<file path="src/rtl/tt_um_suhas1403_serial_adder.sv">
// Bit-serial add/subtract unit: WIDTH-bit operands are rippled one bit per clock
// through a registered carry; control and status travel on the bidirectional pins.
module tt_um_suhas1403_serial_adder #(
    parameter int WIDTH = 8
) (
    input  logic [7:0] ui_in,
    output logic [7:0] uo_out,
    input  logic [7:0] uio_in,
    output logic [7:0] uio_out,
    output logic [7:0] uio_oe,
    input  logic       ena,
    input  logic       clk,
    input  logic       rst_n
);

    localparam int CW = (WIDTH > 1) ? $clog2(WIDTH) : 1;
    localparam logic [CW-1:0] LAST_BIT = CW'(WIDTH - 1);

    typedef enum logic [1:0] {
        IDLE = 2'd0,
        RUN  = 2'd1,
        DONE = 2'd2
    } state_t;

    function automatic logic maj3(input logic x, input logic y, input logic z);
        return (x & y) | (x & z) | (y & z);
    endfunction

    state_t           state_r;
    state_t           state_next_s;
    logic [WIDTH-1:0] a_r;
    logic [WIDTH-1:0] b_r;
    logic [WIDTH-1:0] sh_a_r;
    logic [WIDTH-1:0] sh_b_r;
    logic [WIDTH-1:0] res_r;
    logic [WIDTH-1:0] res_next_s;
    logic             carry_r;
    logic [CW-1:0]    cnt_r;
    logic [7:0]       uo_r;
    logic             cout_r;
    logic             busy_r;
    logic             done_r;
    logic             ovf_r;

    logic             load_a_s;
    logic             load_b_s;
    logic             start_s;
    logic             sub_s;
    logic             do_load_a_s;
    logic             do_load_b_s;
    logic             do_start_s;
    logic             do_shift_s;
    logic             do_finish_s;
    logic             sum_s;
    logic             carry_next_s;
    logic             unused_s;

    assign load_a_s = uio_in[0];
    assign load_b_s = uio_in[1];
    assign start_s  = uio_in[2];
    assign sub_s    = uio_in[3];
    assign unused_s = ^{uio_in[7:4], ui_in};

    // One full-adder slice on the current LSBs of the operand shift registers.
    always_comb begin
        sum_s        = sh_a_r[0] ^ sh_b_r[0] ^ carry_r;
        carry_next_s = maj3(sh_a_r[0], sh_b_r[0], carry_r);
        res_next_s   = {sum_s, res_r[WIDTH-1:1]};
    end

    // Next-state and per-cycle action decode; start wins over loads outside RUN.
    always_comb begin
        state_next_s = state_r;
        do_load_a_s  = 1'b0;
        do_load_b_s  = 1'b0;
        do_start_s   = 1'b0;
        do_shift_s   = 1'b0;
        do_finish_s  = 1'b0;
        if (ena) begin
            case (state_r)
                IDLE, DONE: begin
                    if (start_s) begin
                        do_start_s   = 1'b1;
                        state_next_s = RUN;
                    end else begin
                        do_load_a_s  = load_a_s;
                        do_load_b_s  = load_b_s;
                    end
                end
                RUN: begin
                    do_shift_s = 1'b1;
                    if (cnt_r == LAST_BIT) begin
                        do_finish_s  = 1'b1;
                        state_next_s = DONE;
                    end else begin
                        state_next_s = RUN;
                    end
                end
                default: begin
                    state_next_s = IDLE;
                end
            endcase
        end else begin
            state_next_s = state_r;
        end
    end

    // FSM state register.
    always_ff @(posedge clk or negedge rst_n) begin
        if (!rst_n) begin
            state_r <= IDLE;
        end else begin
            state_r <= state_next_s;
        end
    end

    // Operand storage; only written while not running and no start is present.
    always_ff @(posedge clk or negedge rst_n) begin
        if (!rst_n) begin
            a_r <= '0;
            b_r <= '0;
        end else begin
            if (do_load_a_s) begin
                a_r <= ui_in[WIDTH-1:0];
            end
            if (do_load_b_s) begin
                b_r <= ui_in[WIDTH-1:0];
            end
        end
    end

    // Serial datapath: subtraction is A + ~B with the carry seeded to 1.
    always_ff @(posedge clk or negedge rst_n) begin
        if (!rst_n) begin
            sh_a_r  <= '0;
            sh_b_r  <= '0;
            res_r   <= '0;
            carry_r <= 1'b0;
            cnt_r   <= '0;
        end else if (do_start_s) begin
            sh_a_r  <= a_r;
            sh_b_r  <= sub_s ? ~b_r : b_r;
            carry_r <= sub_s;
            cnt_r   <= '0;
        end else if (do_shift_s) begin
            sh_a_r  <= sh_a_r >> 1;
            sh_b_r  <= sh_b_r >> 1;
            res_r   <= res_next_s;
            carry_r <= carry_next_s;
            cnt_r   <= cnt_r + CW'(1);
        end
    end

    // Visible status/result; the result and flags move only on the final bit.
    always_ff @(posedge clk or negedge rst_n) begin
        if (!rst_n) begin
            uo_r   <= 8'h00;
            cout_r <= 1'b0;
            ovf_r  <= 1'b0;
            busy_r <= 1'b0;
            done_r <= 1'b0;
        end else if (do_start_s) begin
            busy_r <= 1'b1;
            done_r <= 1'b0;
        end else if (do_finish_s) begin
            // carry_r here is the carry into the MSB, so the XOR is signed overflow.
            uo_r   <= 8'(res_next_s);
            cout_r <= carry_next_s;
            ovf_r  <= carry_r ^ carry_next_s;
            busy_r <= 1'b0;
            done_r <= 1'b1;
        end
    end

    assign uo_out  = uo_r;
    assign uio_out = {ovf_r, done_r, busy_r, cout_r, 4'b0000};
    assign uio_oe  = 8'hF0;

endmodule

</file>
<file path="config.mk">
export PLATFORM = sky130hd
export DESIGN_NAME = tt_um_suhas1403_serial_adder
export DESIGN_NICKNAME = d
export VERILOG_FILES = /design/src/rtl/tt_um_suhas1403_serial_adder.sv
export SDC_FILE = /design/constraint.sdc
export NUM_CORES = 1
export LEC_CHECK = 0
export CAP_MARGIN = 20
export CELL_PAD_IN_SITES_DETAIL_PLACEMENT = 1
export CELL_PAD_IN_SITES_GLOBAL_PLACEMENT = 2
export CORE_MARGIN = 1.5
export CORE_UTILIZATION = 35
export CTS_BUF_LIST = sky130_fd_sc_hd__clkbuf_4 sky130_fd_sc_hd__clkbuf_8 sky130_fd_sc_hd__clkbuf_16
export DETAILED_ROUTE_END_ITERATION = 8
export PLACE_DENSITY = 0.88
export SETUP_SLACK_MARGIN = 0.02
export SYNTH_ARGS = -nofsm -noshare
export SYNTH_HDL_FRONTEND = slang
export SYNTH_SLANG_ARGS = --single-unit
</file>
<file path="constraint.sdc">
create_clock -name clk -period 2.17 [get_ports clk]
set_clock_uncertainty 0.2 [all_clocks]
set_input_delay 0.434 -clock clk [delete_from_list [all_inputs] [get_ports clk]]
set_output_delay 0.434 -clock clk [all_outputs]
set_load 0.02 [all_outputs]
</file>
==> run summary <==
pre-CTS setup slack: 75.06 ps
total grt overflow: 0
Sw Share: 32.42%
fin. max-slew vios: 0
CP delay by family, top: buffers and inverters
Max Root-Sink Buffers: 2
H-tree levels: 3
GP Congestion: 0.6650
Initial Util: 36.66%
post-route ant nets: 0
Die Ht: 90.85 µm
via-per-instance ratio: 4.698
share of power burned in registers: 44.9%
Clk pwr share: 21.6%
period utilization: 89.85%
Buf+Inv Stages, Crit Path: 1
vias in the first global route: 1777
# DRC: 0
Crit. End Element: output pin
Final setup viols: 0
Max Fclk: 512.9 MHz
Final Hold Viols: 0
Synth Flop Type: dfrtp_1
critical-path maximum fanout: 2
DRT iter0 DRCs: 85
cell-by-cell trace of the critical path: clkdlybuf4s50_1
num rows: 31
Pwr Density: 1280 mW/mm²
RSZ-0062 raised after global routing: no
number of antenna cells inserted: 0
wire length per cell: 13.92 µm
Async SR Flop Fraction: 100.0%
status: complete, no violations
Syn Area/Cell: 11.69 µm²
clk sinks: 57
Synth area leader: dfrtp_1
Cell variety after synth: 30
largest net degree at the start of global routing: 58
layout cells sized above 1: 26.72%
root buffer selected by CTS: clkbuf_8
IO Pins: 43
Die Wd: 90.85 µm
CTS Hold Bufs: 1
max_cap viols: 0
#FFs+latches synth: 57
Syn Inst Count: 231
slowest stage delay, CP: 620 ps
WP data arrival: 1320 ps
Routed WL: 5025 µm
Syn Std Cell Area: 0.002701 mm²
worst setup margin: 220.1 ps
Fin Setup TNS: 0 ps
Post-synth EDFFs: 0
setup repair bufs after CTS: 0
clock-pin slew on the worst setup and hold paths: 60 ps
core area: 0.007370 mm²
cell internal pwr: 2.761 mW
die area: 0.008254 mm²
CTS tree: built
CP required: 1540 ps
first-pass GRT wire length: 8700 µm
via count: 1696
Gate power share: 33.5%
total track usage: 13.84%
Startpoint Class: flip-flop
post-DP HPWL: 3371 µm
CTS resizes: 0
post-synth top area share: 52.80%
slowest library cell on the worst path: clkdlybuf4s50_1
synth cell count leaders: 57 x dfrtp_1, 47 x nand2_1, 24 x mux2_2
count leader, synth: dfrtp_1
Final nets: 281
DRT Pass-1 Iters: 4
WS Path Type: reg -> out
initial antenna violation count: 0
TritonCTS buffer count: 9
PortBufs: 26
switching power: 1.325 mW
largest cells by area after synthesis: dfrtp_1 53%, mux2_2 10%, nand2_1 6.5%
HP Class: reg -> reg
VDD IR max: 0.3693 mV
P_leak: 1.467 nW
Synth Warn #: 0
area grow syn2layout: 18.16%
Final min period: 1950 ps
register area share after synthesis: 52.80%
Clock Latency Late Sink: 330 ps
==> area by class of cell <==
| type | count | area, µm² |
|---|---|---|
| timing repair buffer | 38 | 422.9 |
| inverter | 1 | 3.754 |
| multi-input combinational | 152 | 1041 |
| sequential | 57 | 1426 |
| clock buffer | 14 | 173.9 |
| fill | 798 | 4178 |
| tap | 99 | 123.9 |
==> flip-flops by register name, indices dropped and copies added, names as in the netlist <==
name,flops
res_r,7
b_r,8
a_r,8
ovf_r,1
done_r,1
cnt_r,3
sh_a_r,8
carry_r,1
busy_r,1
cout_r,1
uo_out,8
state_r,2
sh_b_r,8
==> per-layer routing <==
layer / up-vias / wire length [µm] / GRT usage [%]
met1: 862 / 2232 / 15.94
met5: - / 0 / 0
met4: 0 / 82 / 7.813
met2: 30 / 2557 / 23.50
met3: 8 / 153 / 3.283
li1: 796 / - / -
==> worst reg2reg max path, cell delays in order, from the launching register on <==
cell and delay, ps:
dfrtp_1 400, ha_1 210, ha_1 220, nand4b_4 200, mux2_2 370
==> per-stage QoR <==
| stage | total power, mW | instances | hold WS [ps] | util, % | area [µm²] |
|---|---|---|---|---|---|
| 4_1_cts | 4.159 | 361 | 270.9 | 43.31 | 3192 |
| 3_5_place_dp | 3.256 | 346 | 258.0 | 40.81 | 3008 |
| 2_1_floorplan | 2.860 | 241 | -61.59 | - | 2739 |
| 5_1_grt | 4.398 | 361 | 286.9 | 43.31 | 3192 |
| 3_3_place_gp | 3.157 | 346 | 253.8 | 40.81 | 3008 |
| 6_report | 4.086 | 361 | 267.7 | 43.31 | 3192 |
==> path summary, 6_finish.rpt <==
| path | startpoint | endpoint | slack, ps | cells after the start |
|---|---|---|---|---|
| setup / recovery | done_r$_DFFE_PN0P_ | uio_out[6] | 220 | 1 |
| hold / removal | a_r[7]$_DFFE_PN0P_ | sh_a_r[7]$_DFFE_PN0P_ | 270 | 2 |
| setup reg to reg | cnt_r[0]$_DFFE_PN0P_ | uo_out[3]$_DFFE_PN0P_ | 460 | 4 |
| hold reg to reg | a_r[7]$_DFFE_PN0P_ | sh_a_r[7]$_DFFE_PN0P_ | 270 | 2 |
| max in group asynchronous | rst_n | cout_r$_DFFE_PN0P_ | 1070 | 3 |
| min in group asynchronous | rst_n | res_r[2]$_DFFE_PN0P_ | 460 | 3 |
==> cell families after synthesis <==
| logic type | Yosys count | share of synthesized area [%] |
|---|---|---|
| xor+xnor | 10 | 3.242 |
| simple gates | 67 | 11.86 |
| compound gates | 35 | 9.542 |
| other cells | 2 | 0.2780 |
| fa+ha+maj | 3 | 1.667 |
| mux | 25 | 10.56 |
| flops | 57 | 52.80 |
| buf+inv | 32 | 10.05 |
==> cell usage in the layout, fill, tap and decap left out, drive strengths merged <==
cell type	netlist	routed
dlygate4sd3	0	1
and4bb	2	2
and3b	2	2
nor2	9	9
fa	1	1
nand3b	2	2
a22oi	7	7
ha	2	2
inv	1	1
a21oi	22	22
clkbuf	1	14
nand4b	1	1
nor3	2	2
xnor2	10	10
clkdlybuf4s50	0	25
conb	2	12
mux2	25	25
o22ai	2	2
nand3	2	2
buf	30	12
dfrtp	57	57
nand2	47	47
o21ai	4	4
==> power by group through the flow <==
stage / Clock [mW] / Sequential [mW] / Combinational [mW]
after CTS: 0.916 / 1.85 / 1.40
after global routing: 0.963 / 1.90 / 1.53
after detailed placement: 0 / 1.86 / 1.39
after global placement: 0 / 1.83 / 1.33
final: 0.884 / 1.83 / 1.37
after floorplan: 0 / 1.82 / 1.04
No activity file was read; power rests on OpenSTA's default activity.
==> patch (config.mk and constraints unchanged) <==
The 3 states of `state_t` get a one-hot encoding in 3 bits.
--- a/src/rtl/tt_um_suhas1403_serial_adder.sv
+++ b/src/rtl/tt_um_suhas1403_serial_adder.sv
@@ -18,6 +18,6 @@
 
-    typedef enum logic [1:0] {
-        IDLE = 2'd0,
-        RUN  = 2'd1,
-        DONE = 2'd2
+    typedef enum logic [2:0] {
+        IDLE = 3'b001,
+        RUN  = 3'b010,
+        DONE = 3'b100
     } state_t;
Behaviour: same outputs for any inputs over 10 cycles, from zero or initial values and one cycle with rst_n low; not proved beyond that.
==> patch against the unedited design <==
Total power fell by 0.20%. Sequential cell count increased by 1. Routed wire length grew 6.0%. Worst setup slack got worse by 13 ps. Synthesized area grew 1.0%. Sequential share of layout area shrank 1.2 points. Final area is 4.6% higher. Clock power is 32% higher. Critical endpoint unchanged. Highest routed layer unchanged.
==> patch: results (changes against the unedited design) <==
[status]
status=completed

[setup_path]
rrSetupSlack_ps=310  ; -150 ps
cp_top_family=buffers and inverters
crit_slowest_cell=clkdlybuf4s50_1
r2r-start=state_r[2]
r2r_end=sh_a_r[4]
critical_path.endpoint=uio_out[6]
crit_start=done_r
crit_arrival_ps=1330
slowest_delay_ps=610
reg2reg_depth=4  ; unchanged
crit_path_max_fanout=2  ; unchanged

[logic_synthesis]
yosys_warnings=0  ; unchanged
synth_commonest_cells=57 x dfrtp_1, 30 x nand2_1, 18 x buf_4, 17 x mux2_2, 15 x a221o_1
ys_types=40  ; +33%
yosysMostFrequentCell=dfrtp_1
yosysSeqAreaShare_pct=53.2  ; +0.43 points
synth_area_leaders=dfrtp_1 52%, mux2_2 7.0%, a221o_1 5.5%, buf_4 5.0%, nand2_1 4.1%
syn_inst=214  ; -7.4%

[placement]
io_buffers=26  ; unchanged
dp_slack_ps=-21.7  ; -96.8 ps
gp_congestion=0.719  ; +8.2%
dpl_cell_area_um2=3090  ; +2.7%
dp_hpwl_um=3650  ; +8.1%
dp_cells=343  ; -0.87%

[grt]
antenna_found_initial=0  ; unchanged
grt_usage_pct=14.4  ; +0.54 points
grt_pass1_wl_um=9070  ; +4.3%
grt_max_degree=24  ; -59%
grt_pass1_vias=1831  ; +3.0%

[drt]
dr.pass1.iters=4  ; unchanged
vias=1734  ; +2.2%
totalWireLength_um=5320  ; +6.0%
first_iter_violations=111  ; +31%

[timing]
max-slew-margin-rel_pct=65.1
fin_crit_sh_pct=90.4  ; +0.59 points

[clocking]
cts_buffers=9  ; unchanged
cts_resized=0  ; unchanged
clock_latency_ps=340
path_clk_slew_ps=70
cts_max_path_buffers=2  ; unchanged
cts_htree_levels=3  ; unchanged

[final_layout]
final_area_um2=3340  ; +4.6%
layout.cells.non_filler=360  ; -0.28%
final_nets=275  ; -2.1%
fillers=819  ; +2.6%
antenna_cells=0  ; unchanged
drive_above_1_share_pct=26.4  ; -0.36 points

[pwr]
ir_worst_vdd_uv=526  ; +42%
p_leak_nw=1.56  ; +6.1%

patch: final cells by class:
type / count / area (um2) / area share [%]
inverters: 2 / 7.51 / 0.225
clock buffers: 12 / 165 / 4.95
repair buffers: 44 / 418 / 12.5
flip-flops and latches: 58 / 1450 / 43.5
multi-input cells: 138 / 1090 / 32.8
clock inverters: 4 / 72.6 / 2.17
well taps: 102 / 128 / 3.82
patch: layer usage:
metal,track usage (%),vias up,routed length [um]
met5,0,-,0
met4,5.99,0,103
met3,5.28,11,187
met2,23.6,32,2660
met1,16.9,895,2380
li1,-,796,-
patch: worst min path at each step:
stage                     cells past startpoint         end  slack [ps]  startpoint
after CTS                                     2    res_r[1]         290    res_r[1]
after global routing                          2    res_r[1]         300    res_r[1]
final                                         2    res_r[1]         280    res_r[1]
after detailed placement                      1   uo_out[0]         240       rst_n
after global placement                        1  state_r[1]         240       rst_n
after floorplan                               0      a_r[0]         -60       rst_n
patch: stage by stage:
step	total power [W]	util, %
CTS	0.00414	43.7
global route	0.00435	43.7
global placement	0.00286	40.4
finish	0.00408	43.7
detailed placement	0.00294	40.4
floorplan	0.00261	-
patch: worst min-delay path: cells and delay by family (launching register included):
family,cells,cell delay [ps]
simple gates,2,100
flops,1,340
patch: where the power goes:
part           leakage, nW  internal (W)  switching [W]
sequential           0.746       0.00150       0.000301
combinational        0.692      0.000627       0.000481
clock                0.119      0.000738       0.000430
total                 1.56       0.00287        0.00121
patch: kinds of logic after synthesis:
| family | after synthesis | share of synthesized area, % |
|---|---|---|
| AOI/OAI and AO/OA | 25 | 8.12 |
| xor gates and xnor gates | 11 | 4.22 |
| other | 2 | 0.275 |
| muxes | 29 | 12.8 |
| DFF | 58 | 53.2 |
| and+or+nand+nor | 58 | 11.6 |
| buffers and inverters | 28 | 8.02 |
| adders and majority gates | 3 | 1.65 |
patch: what timing repair did:
action / 4_1_cts / 5_1_grt
endpoints found under the hold margin: 20 / 0
hold buffers: 1 / 0
setup buffers: 0 / 0
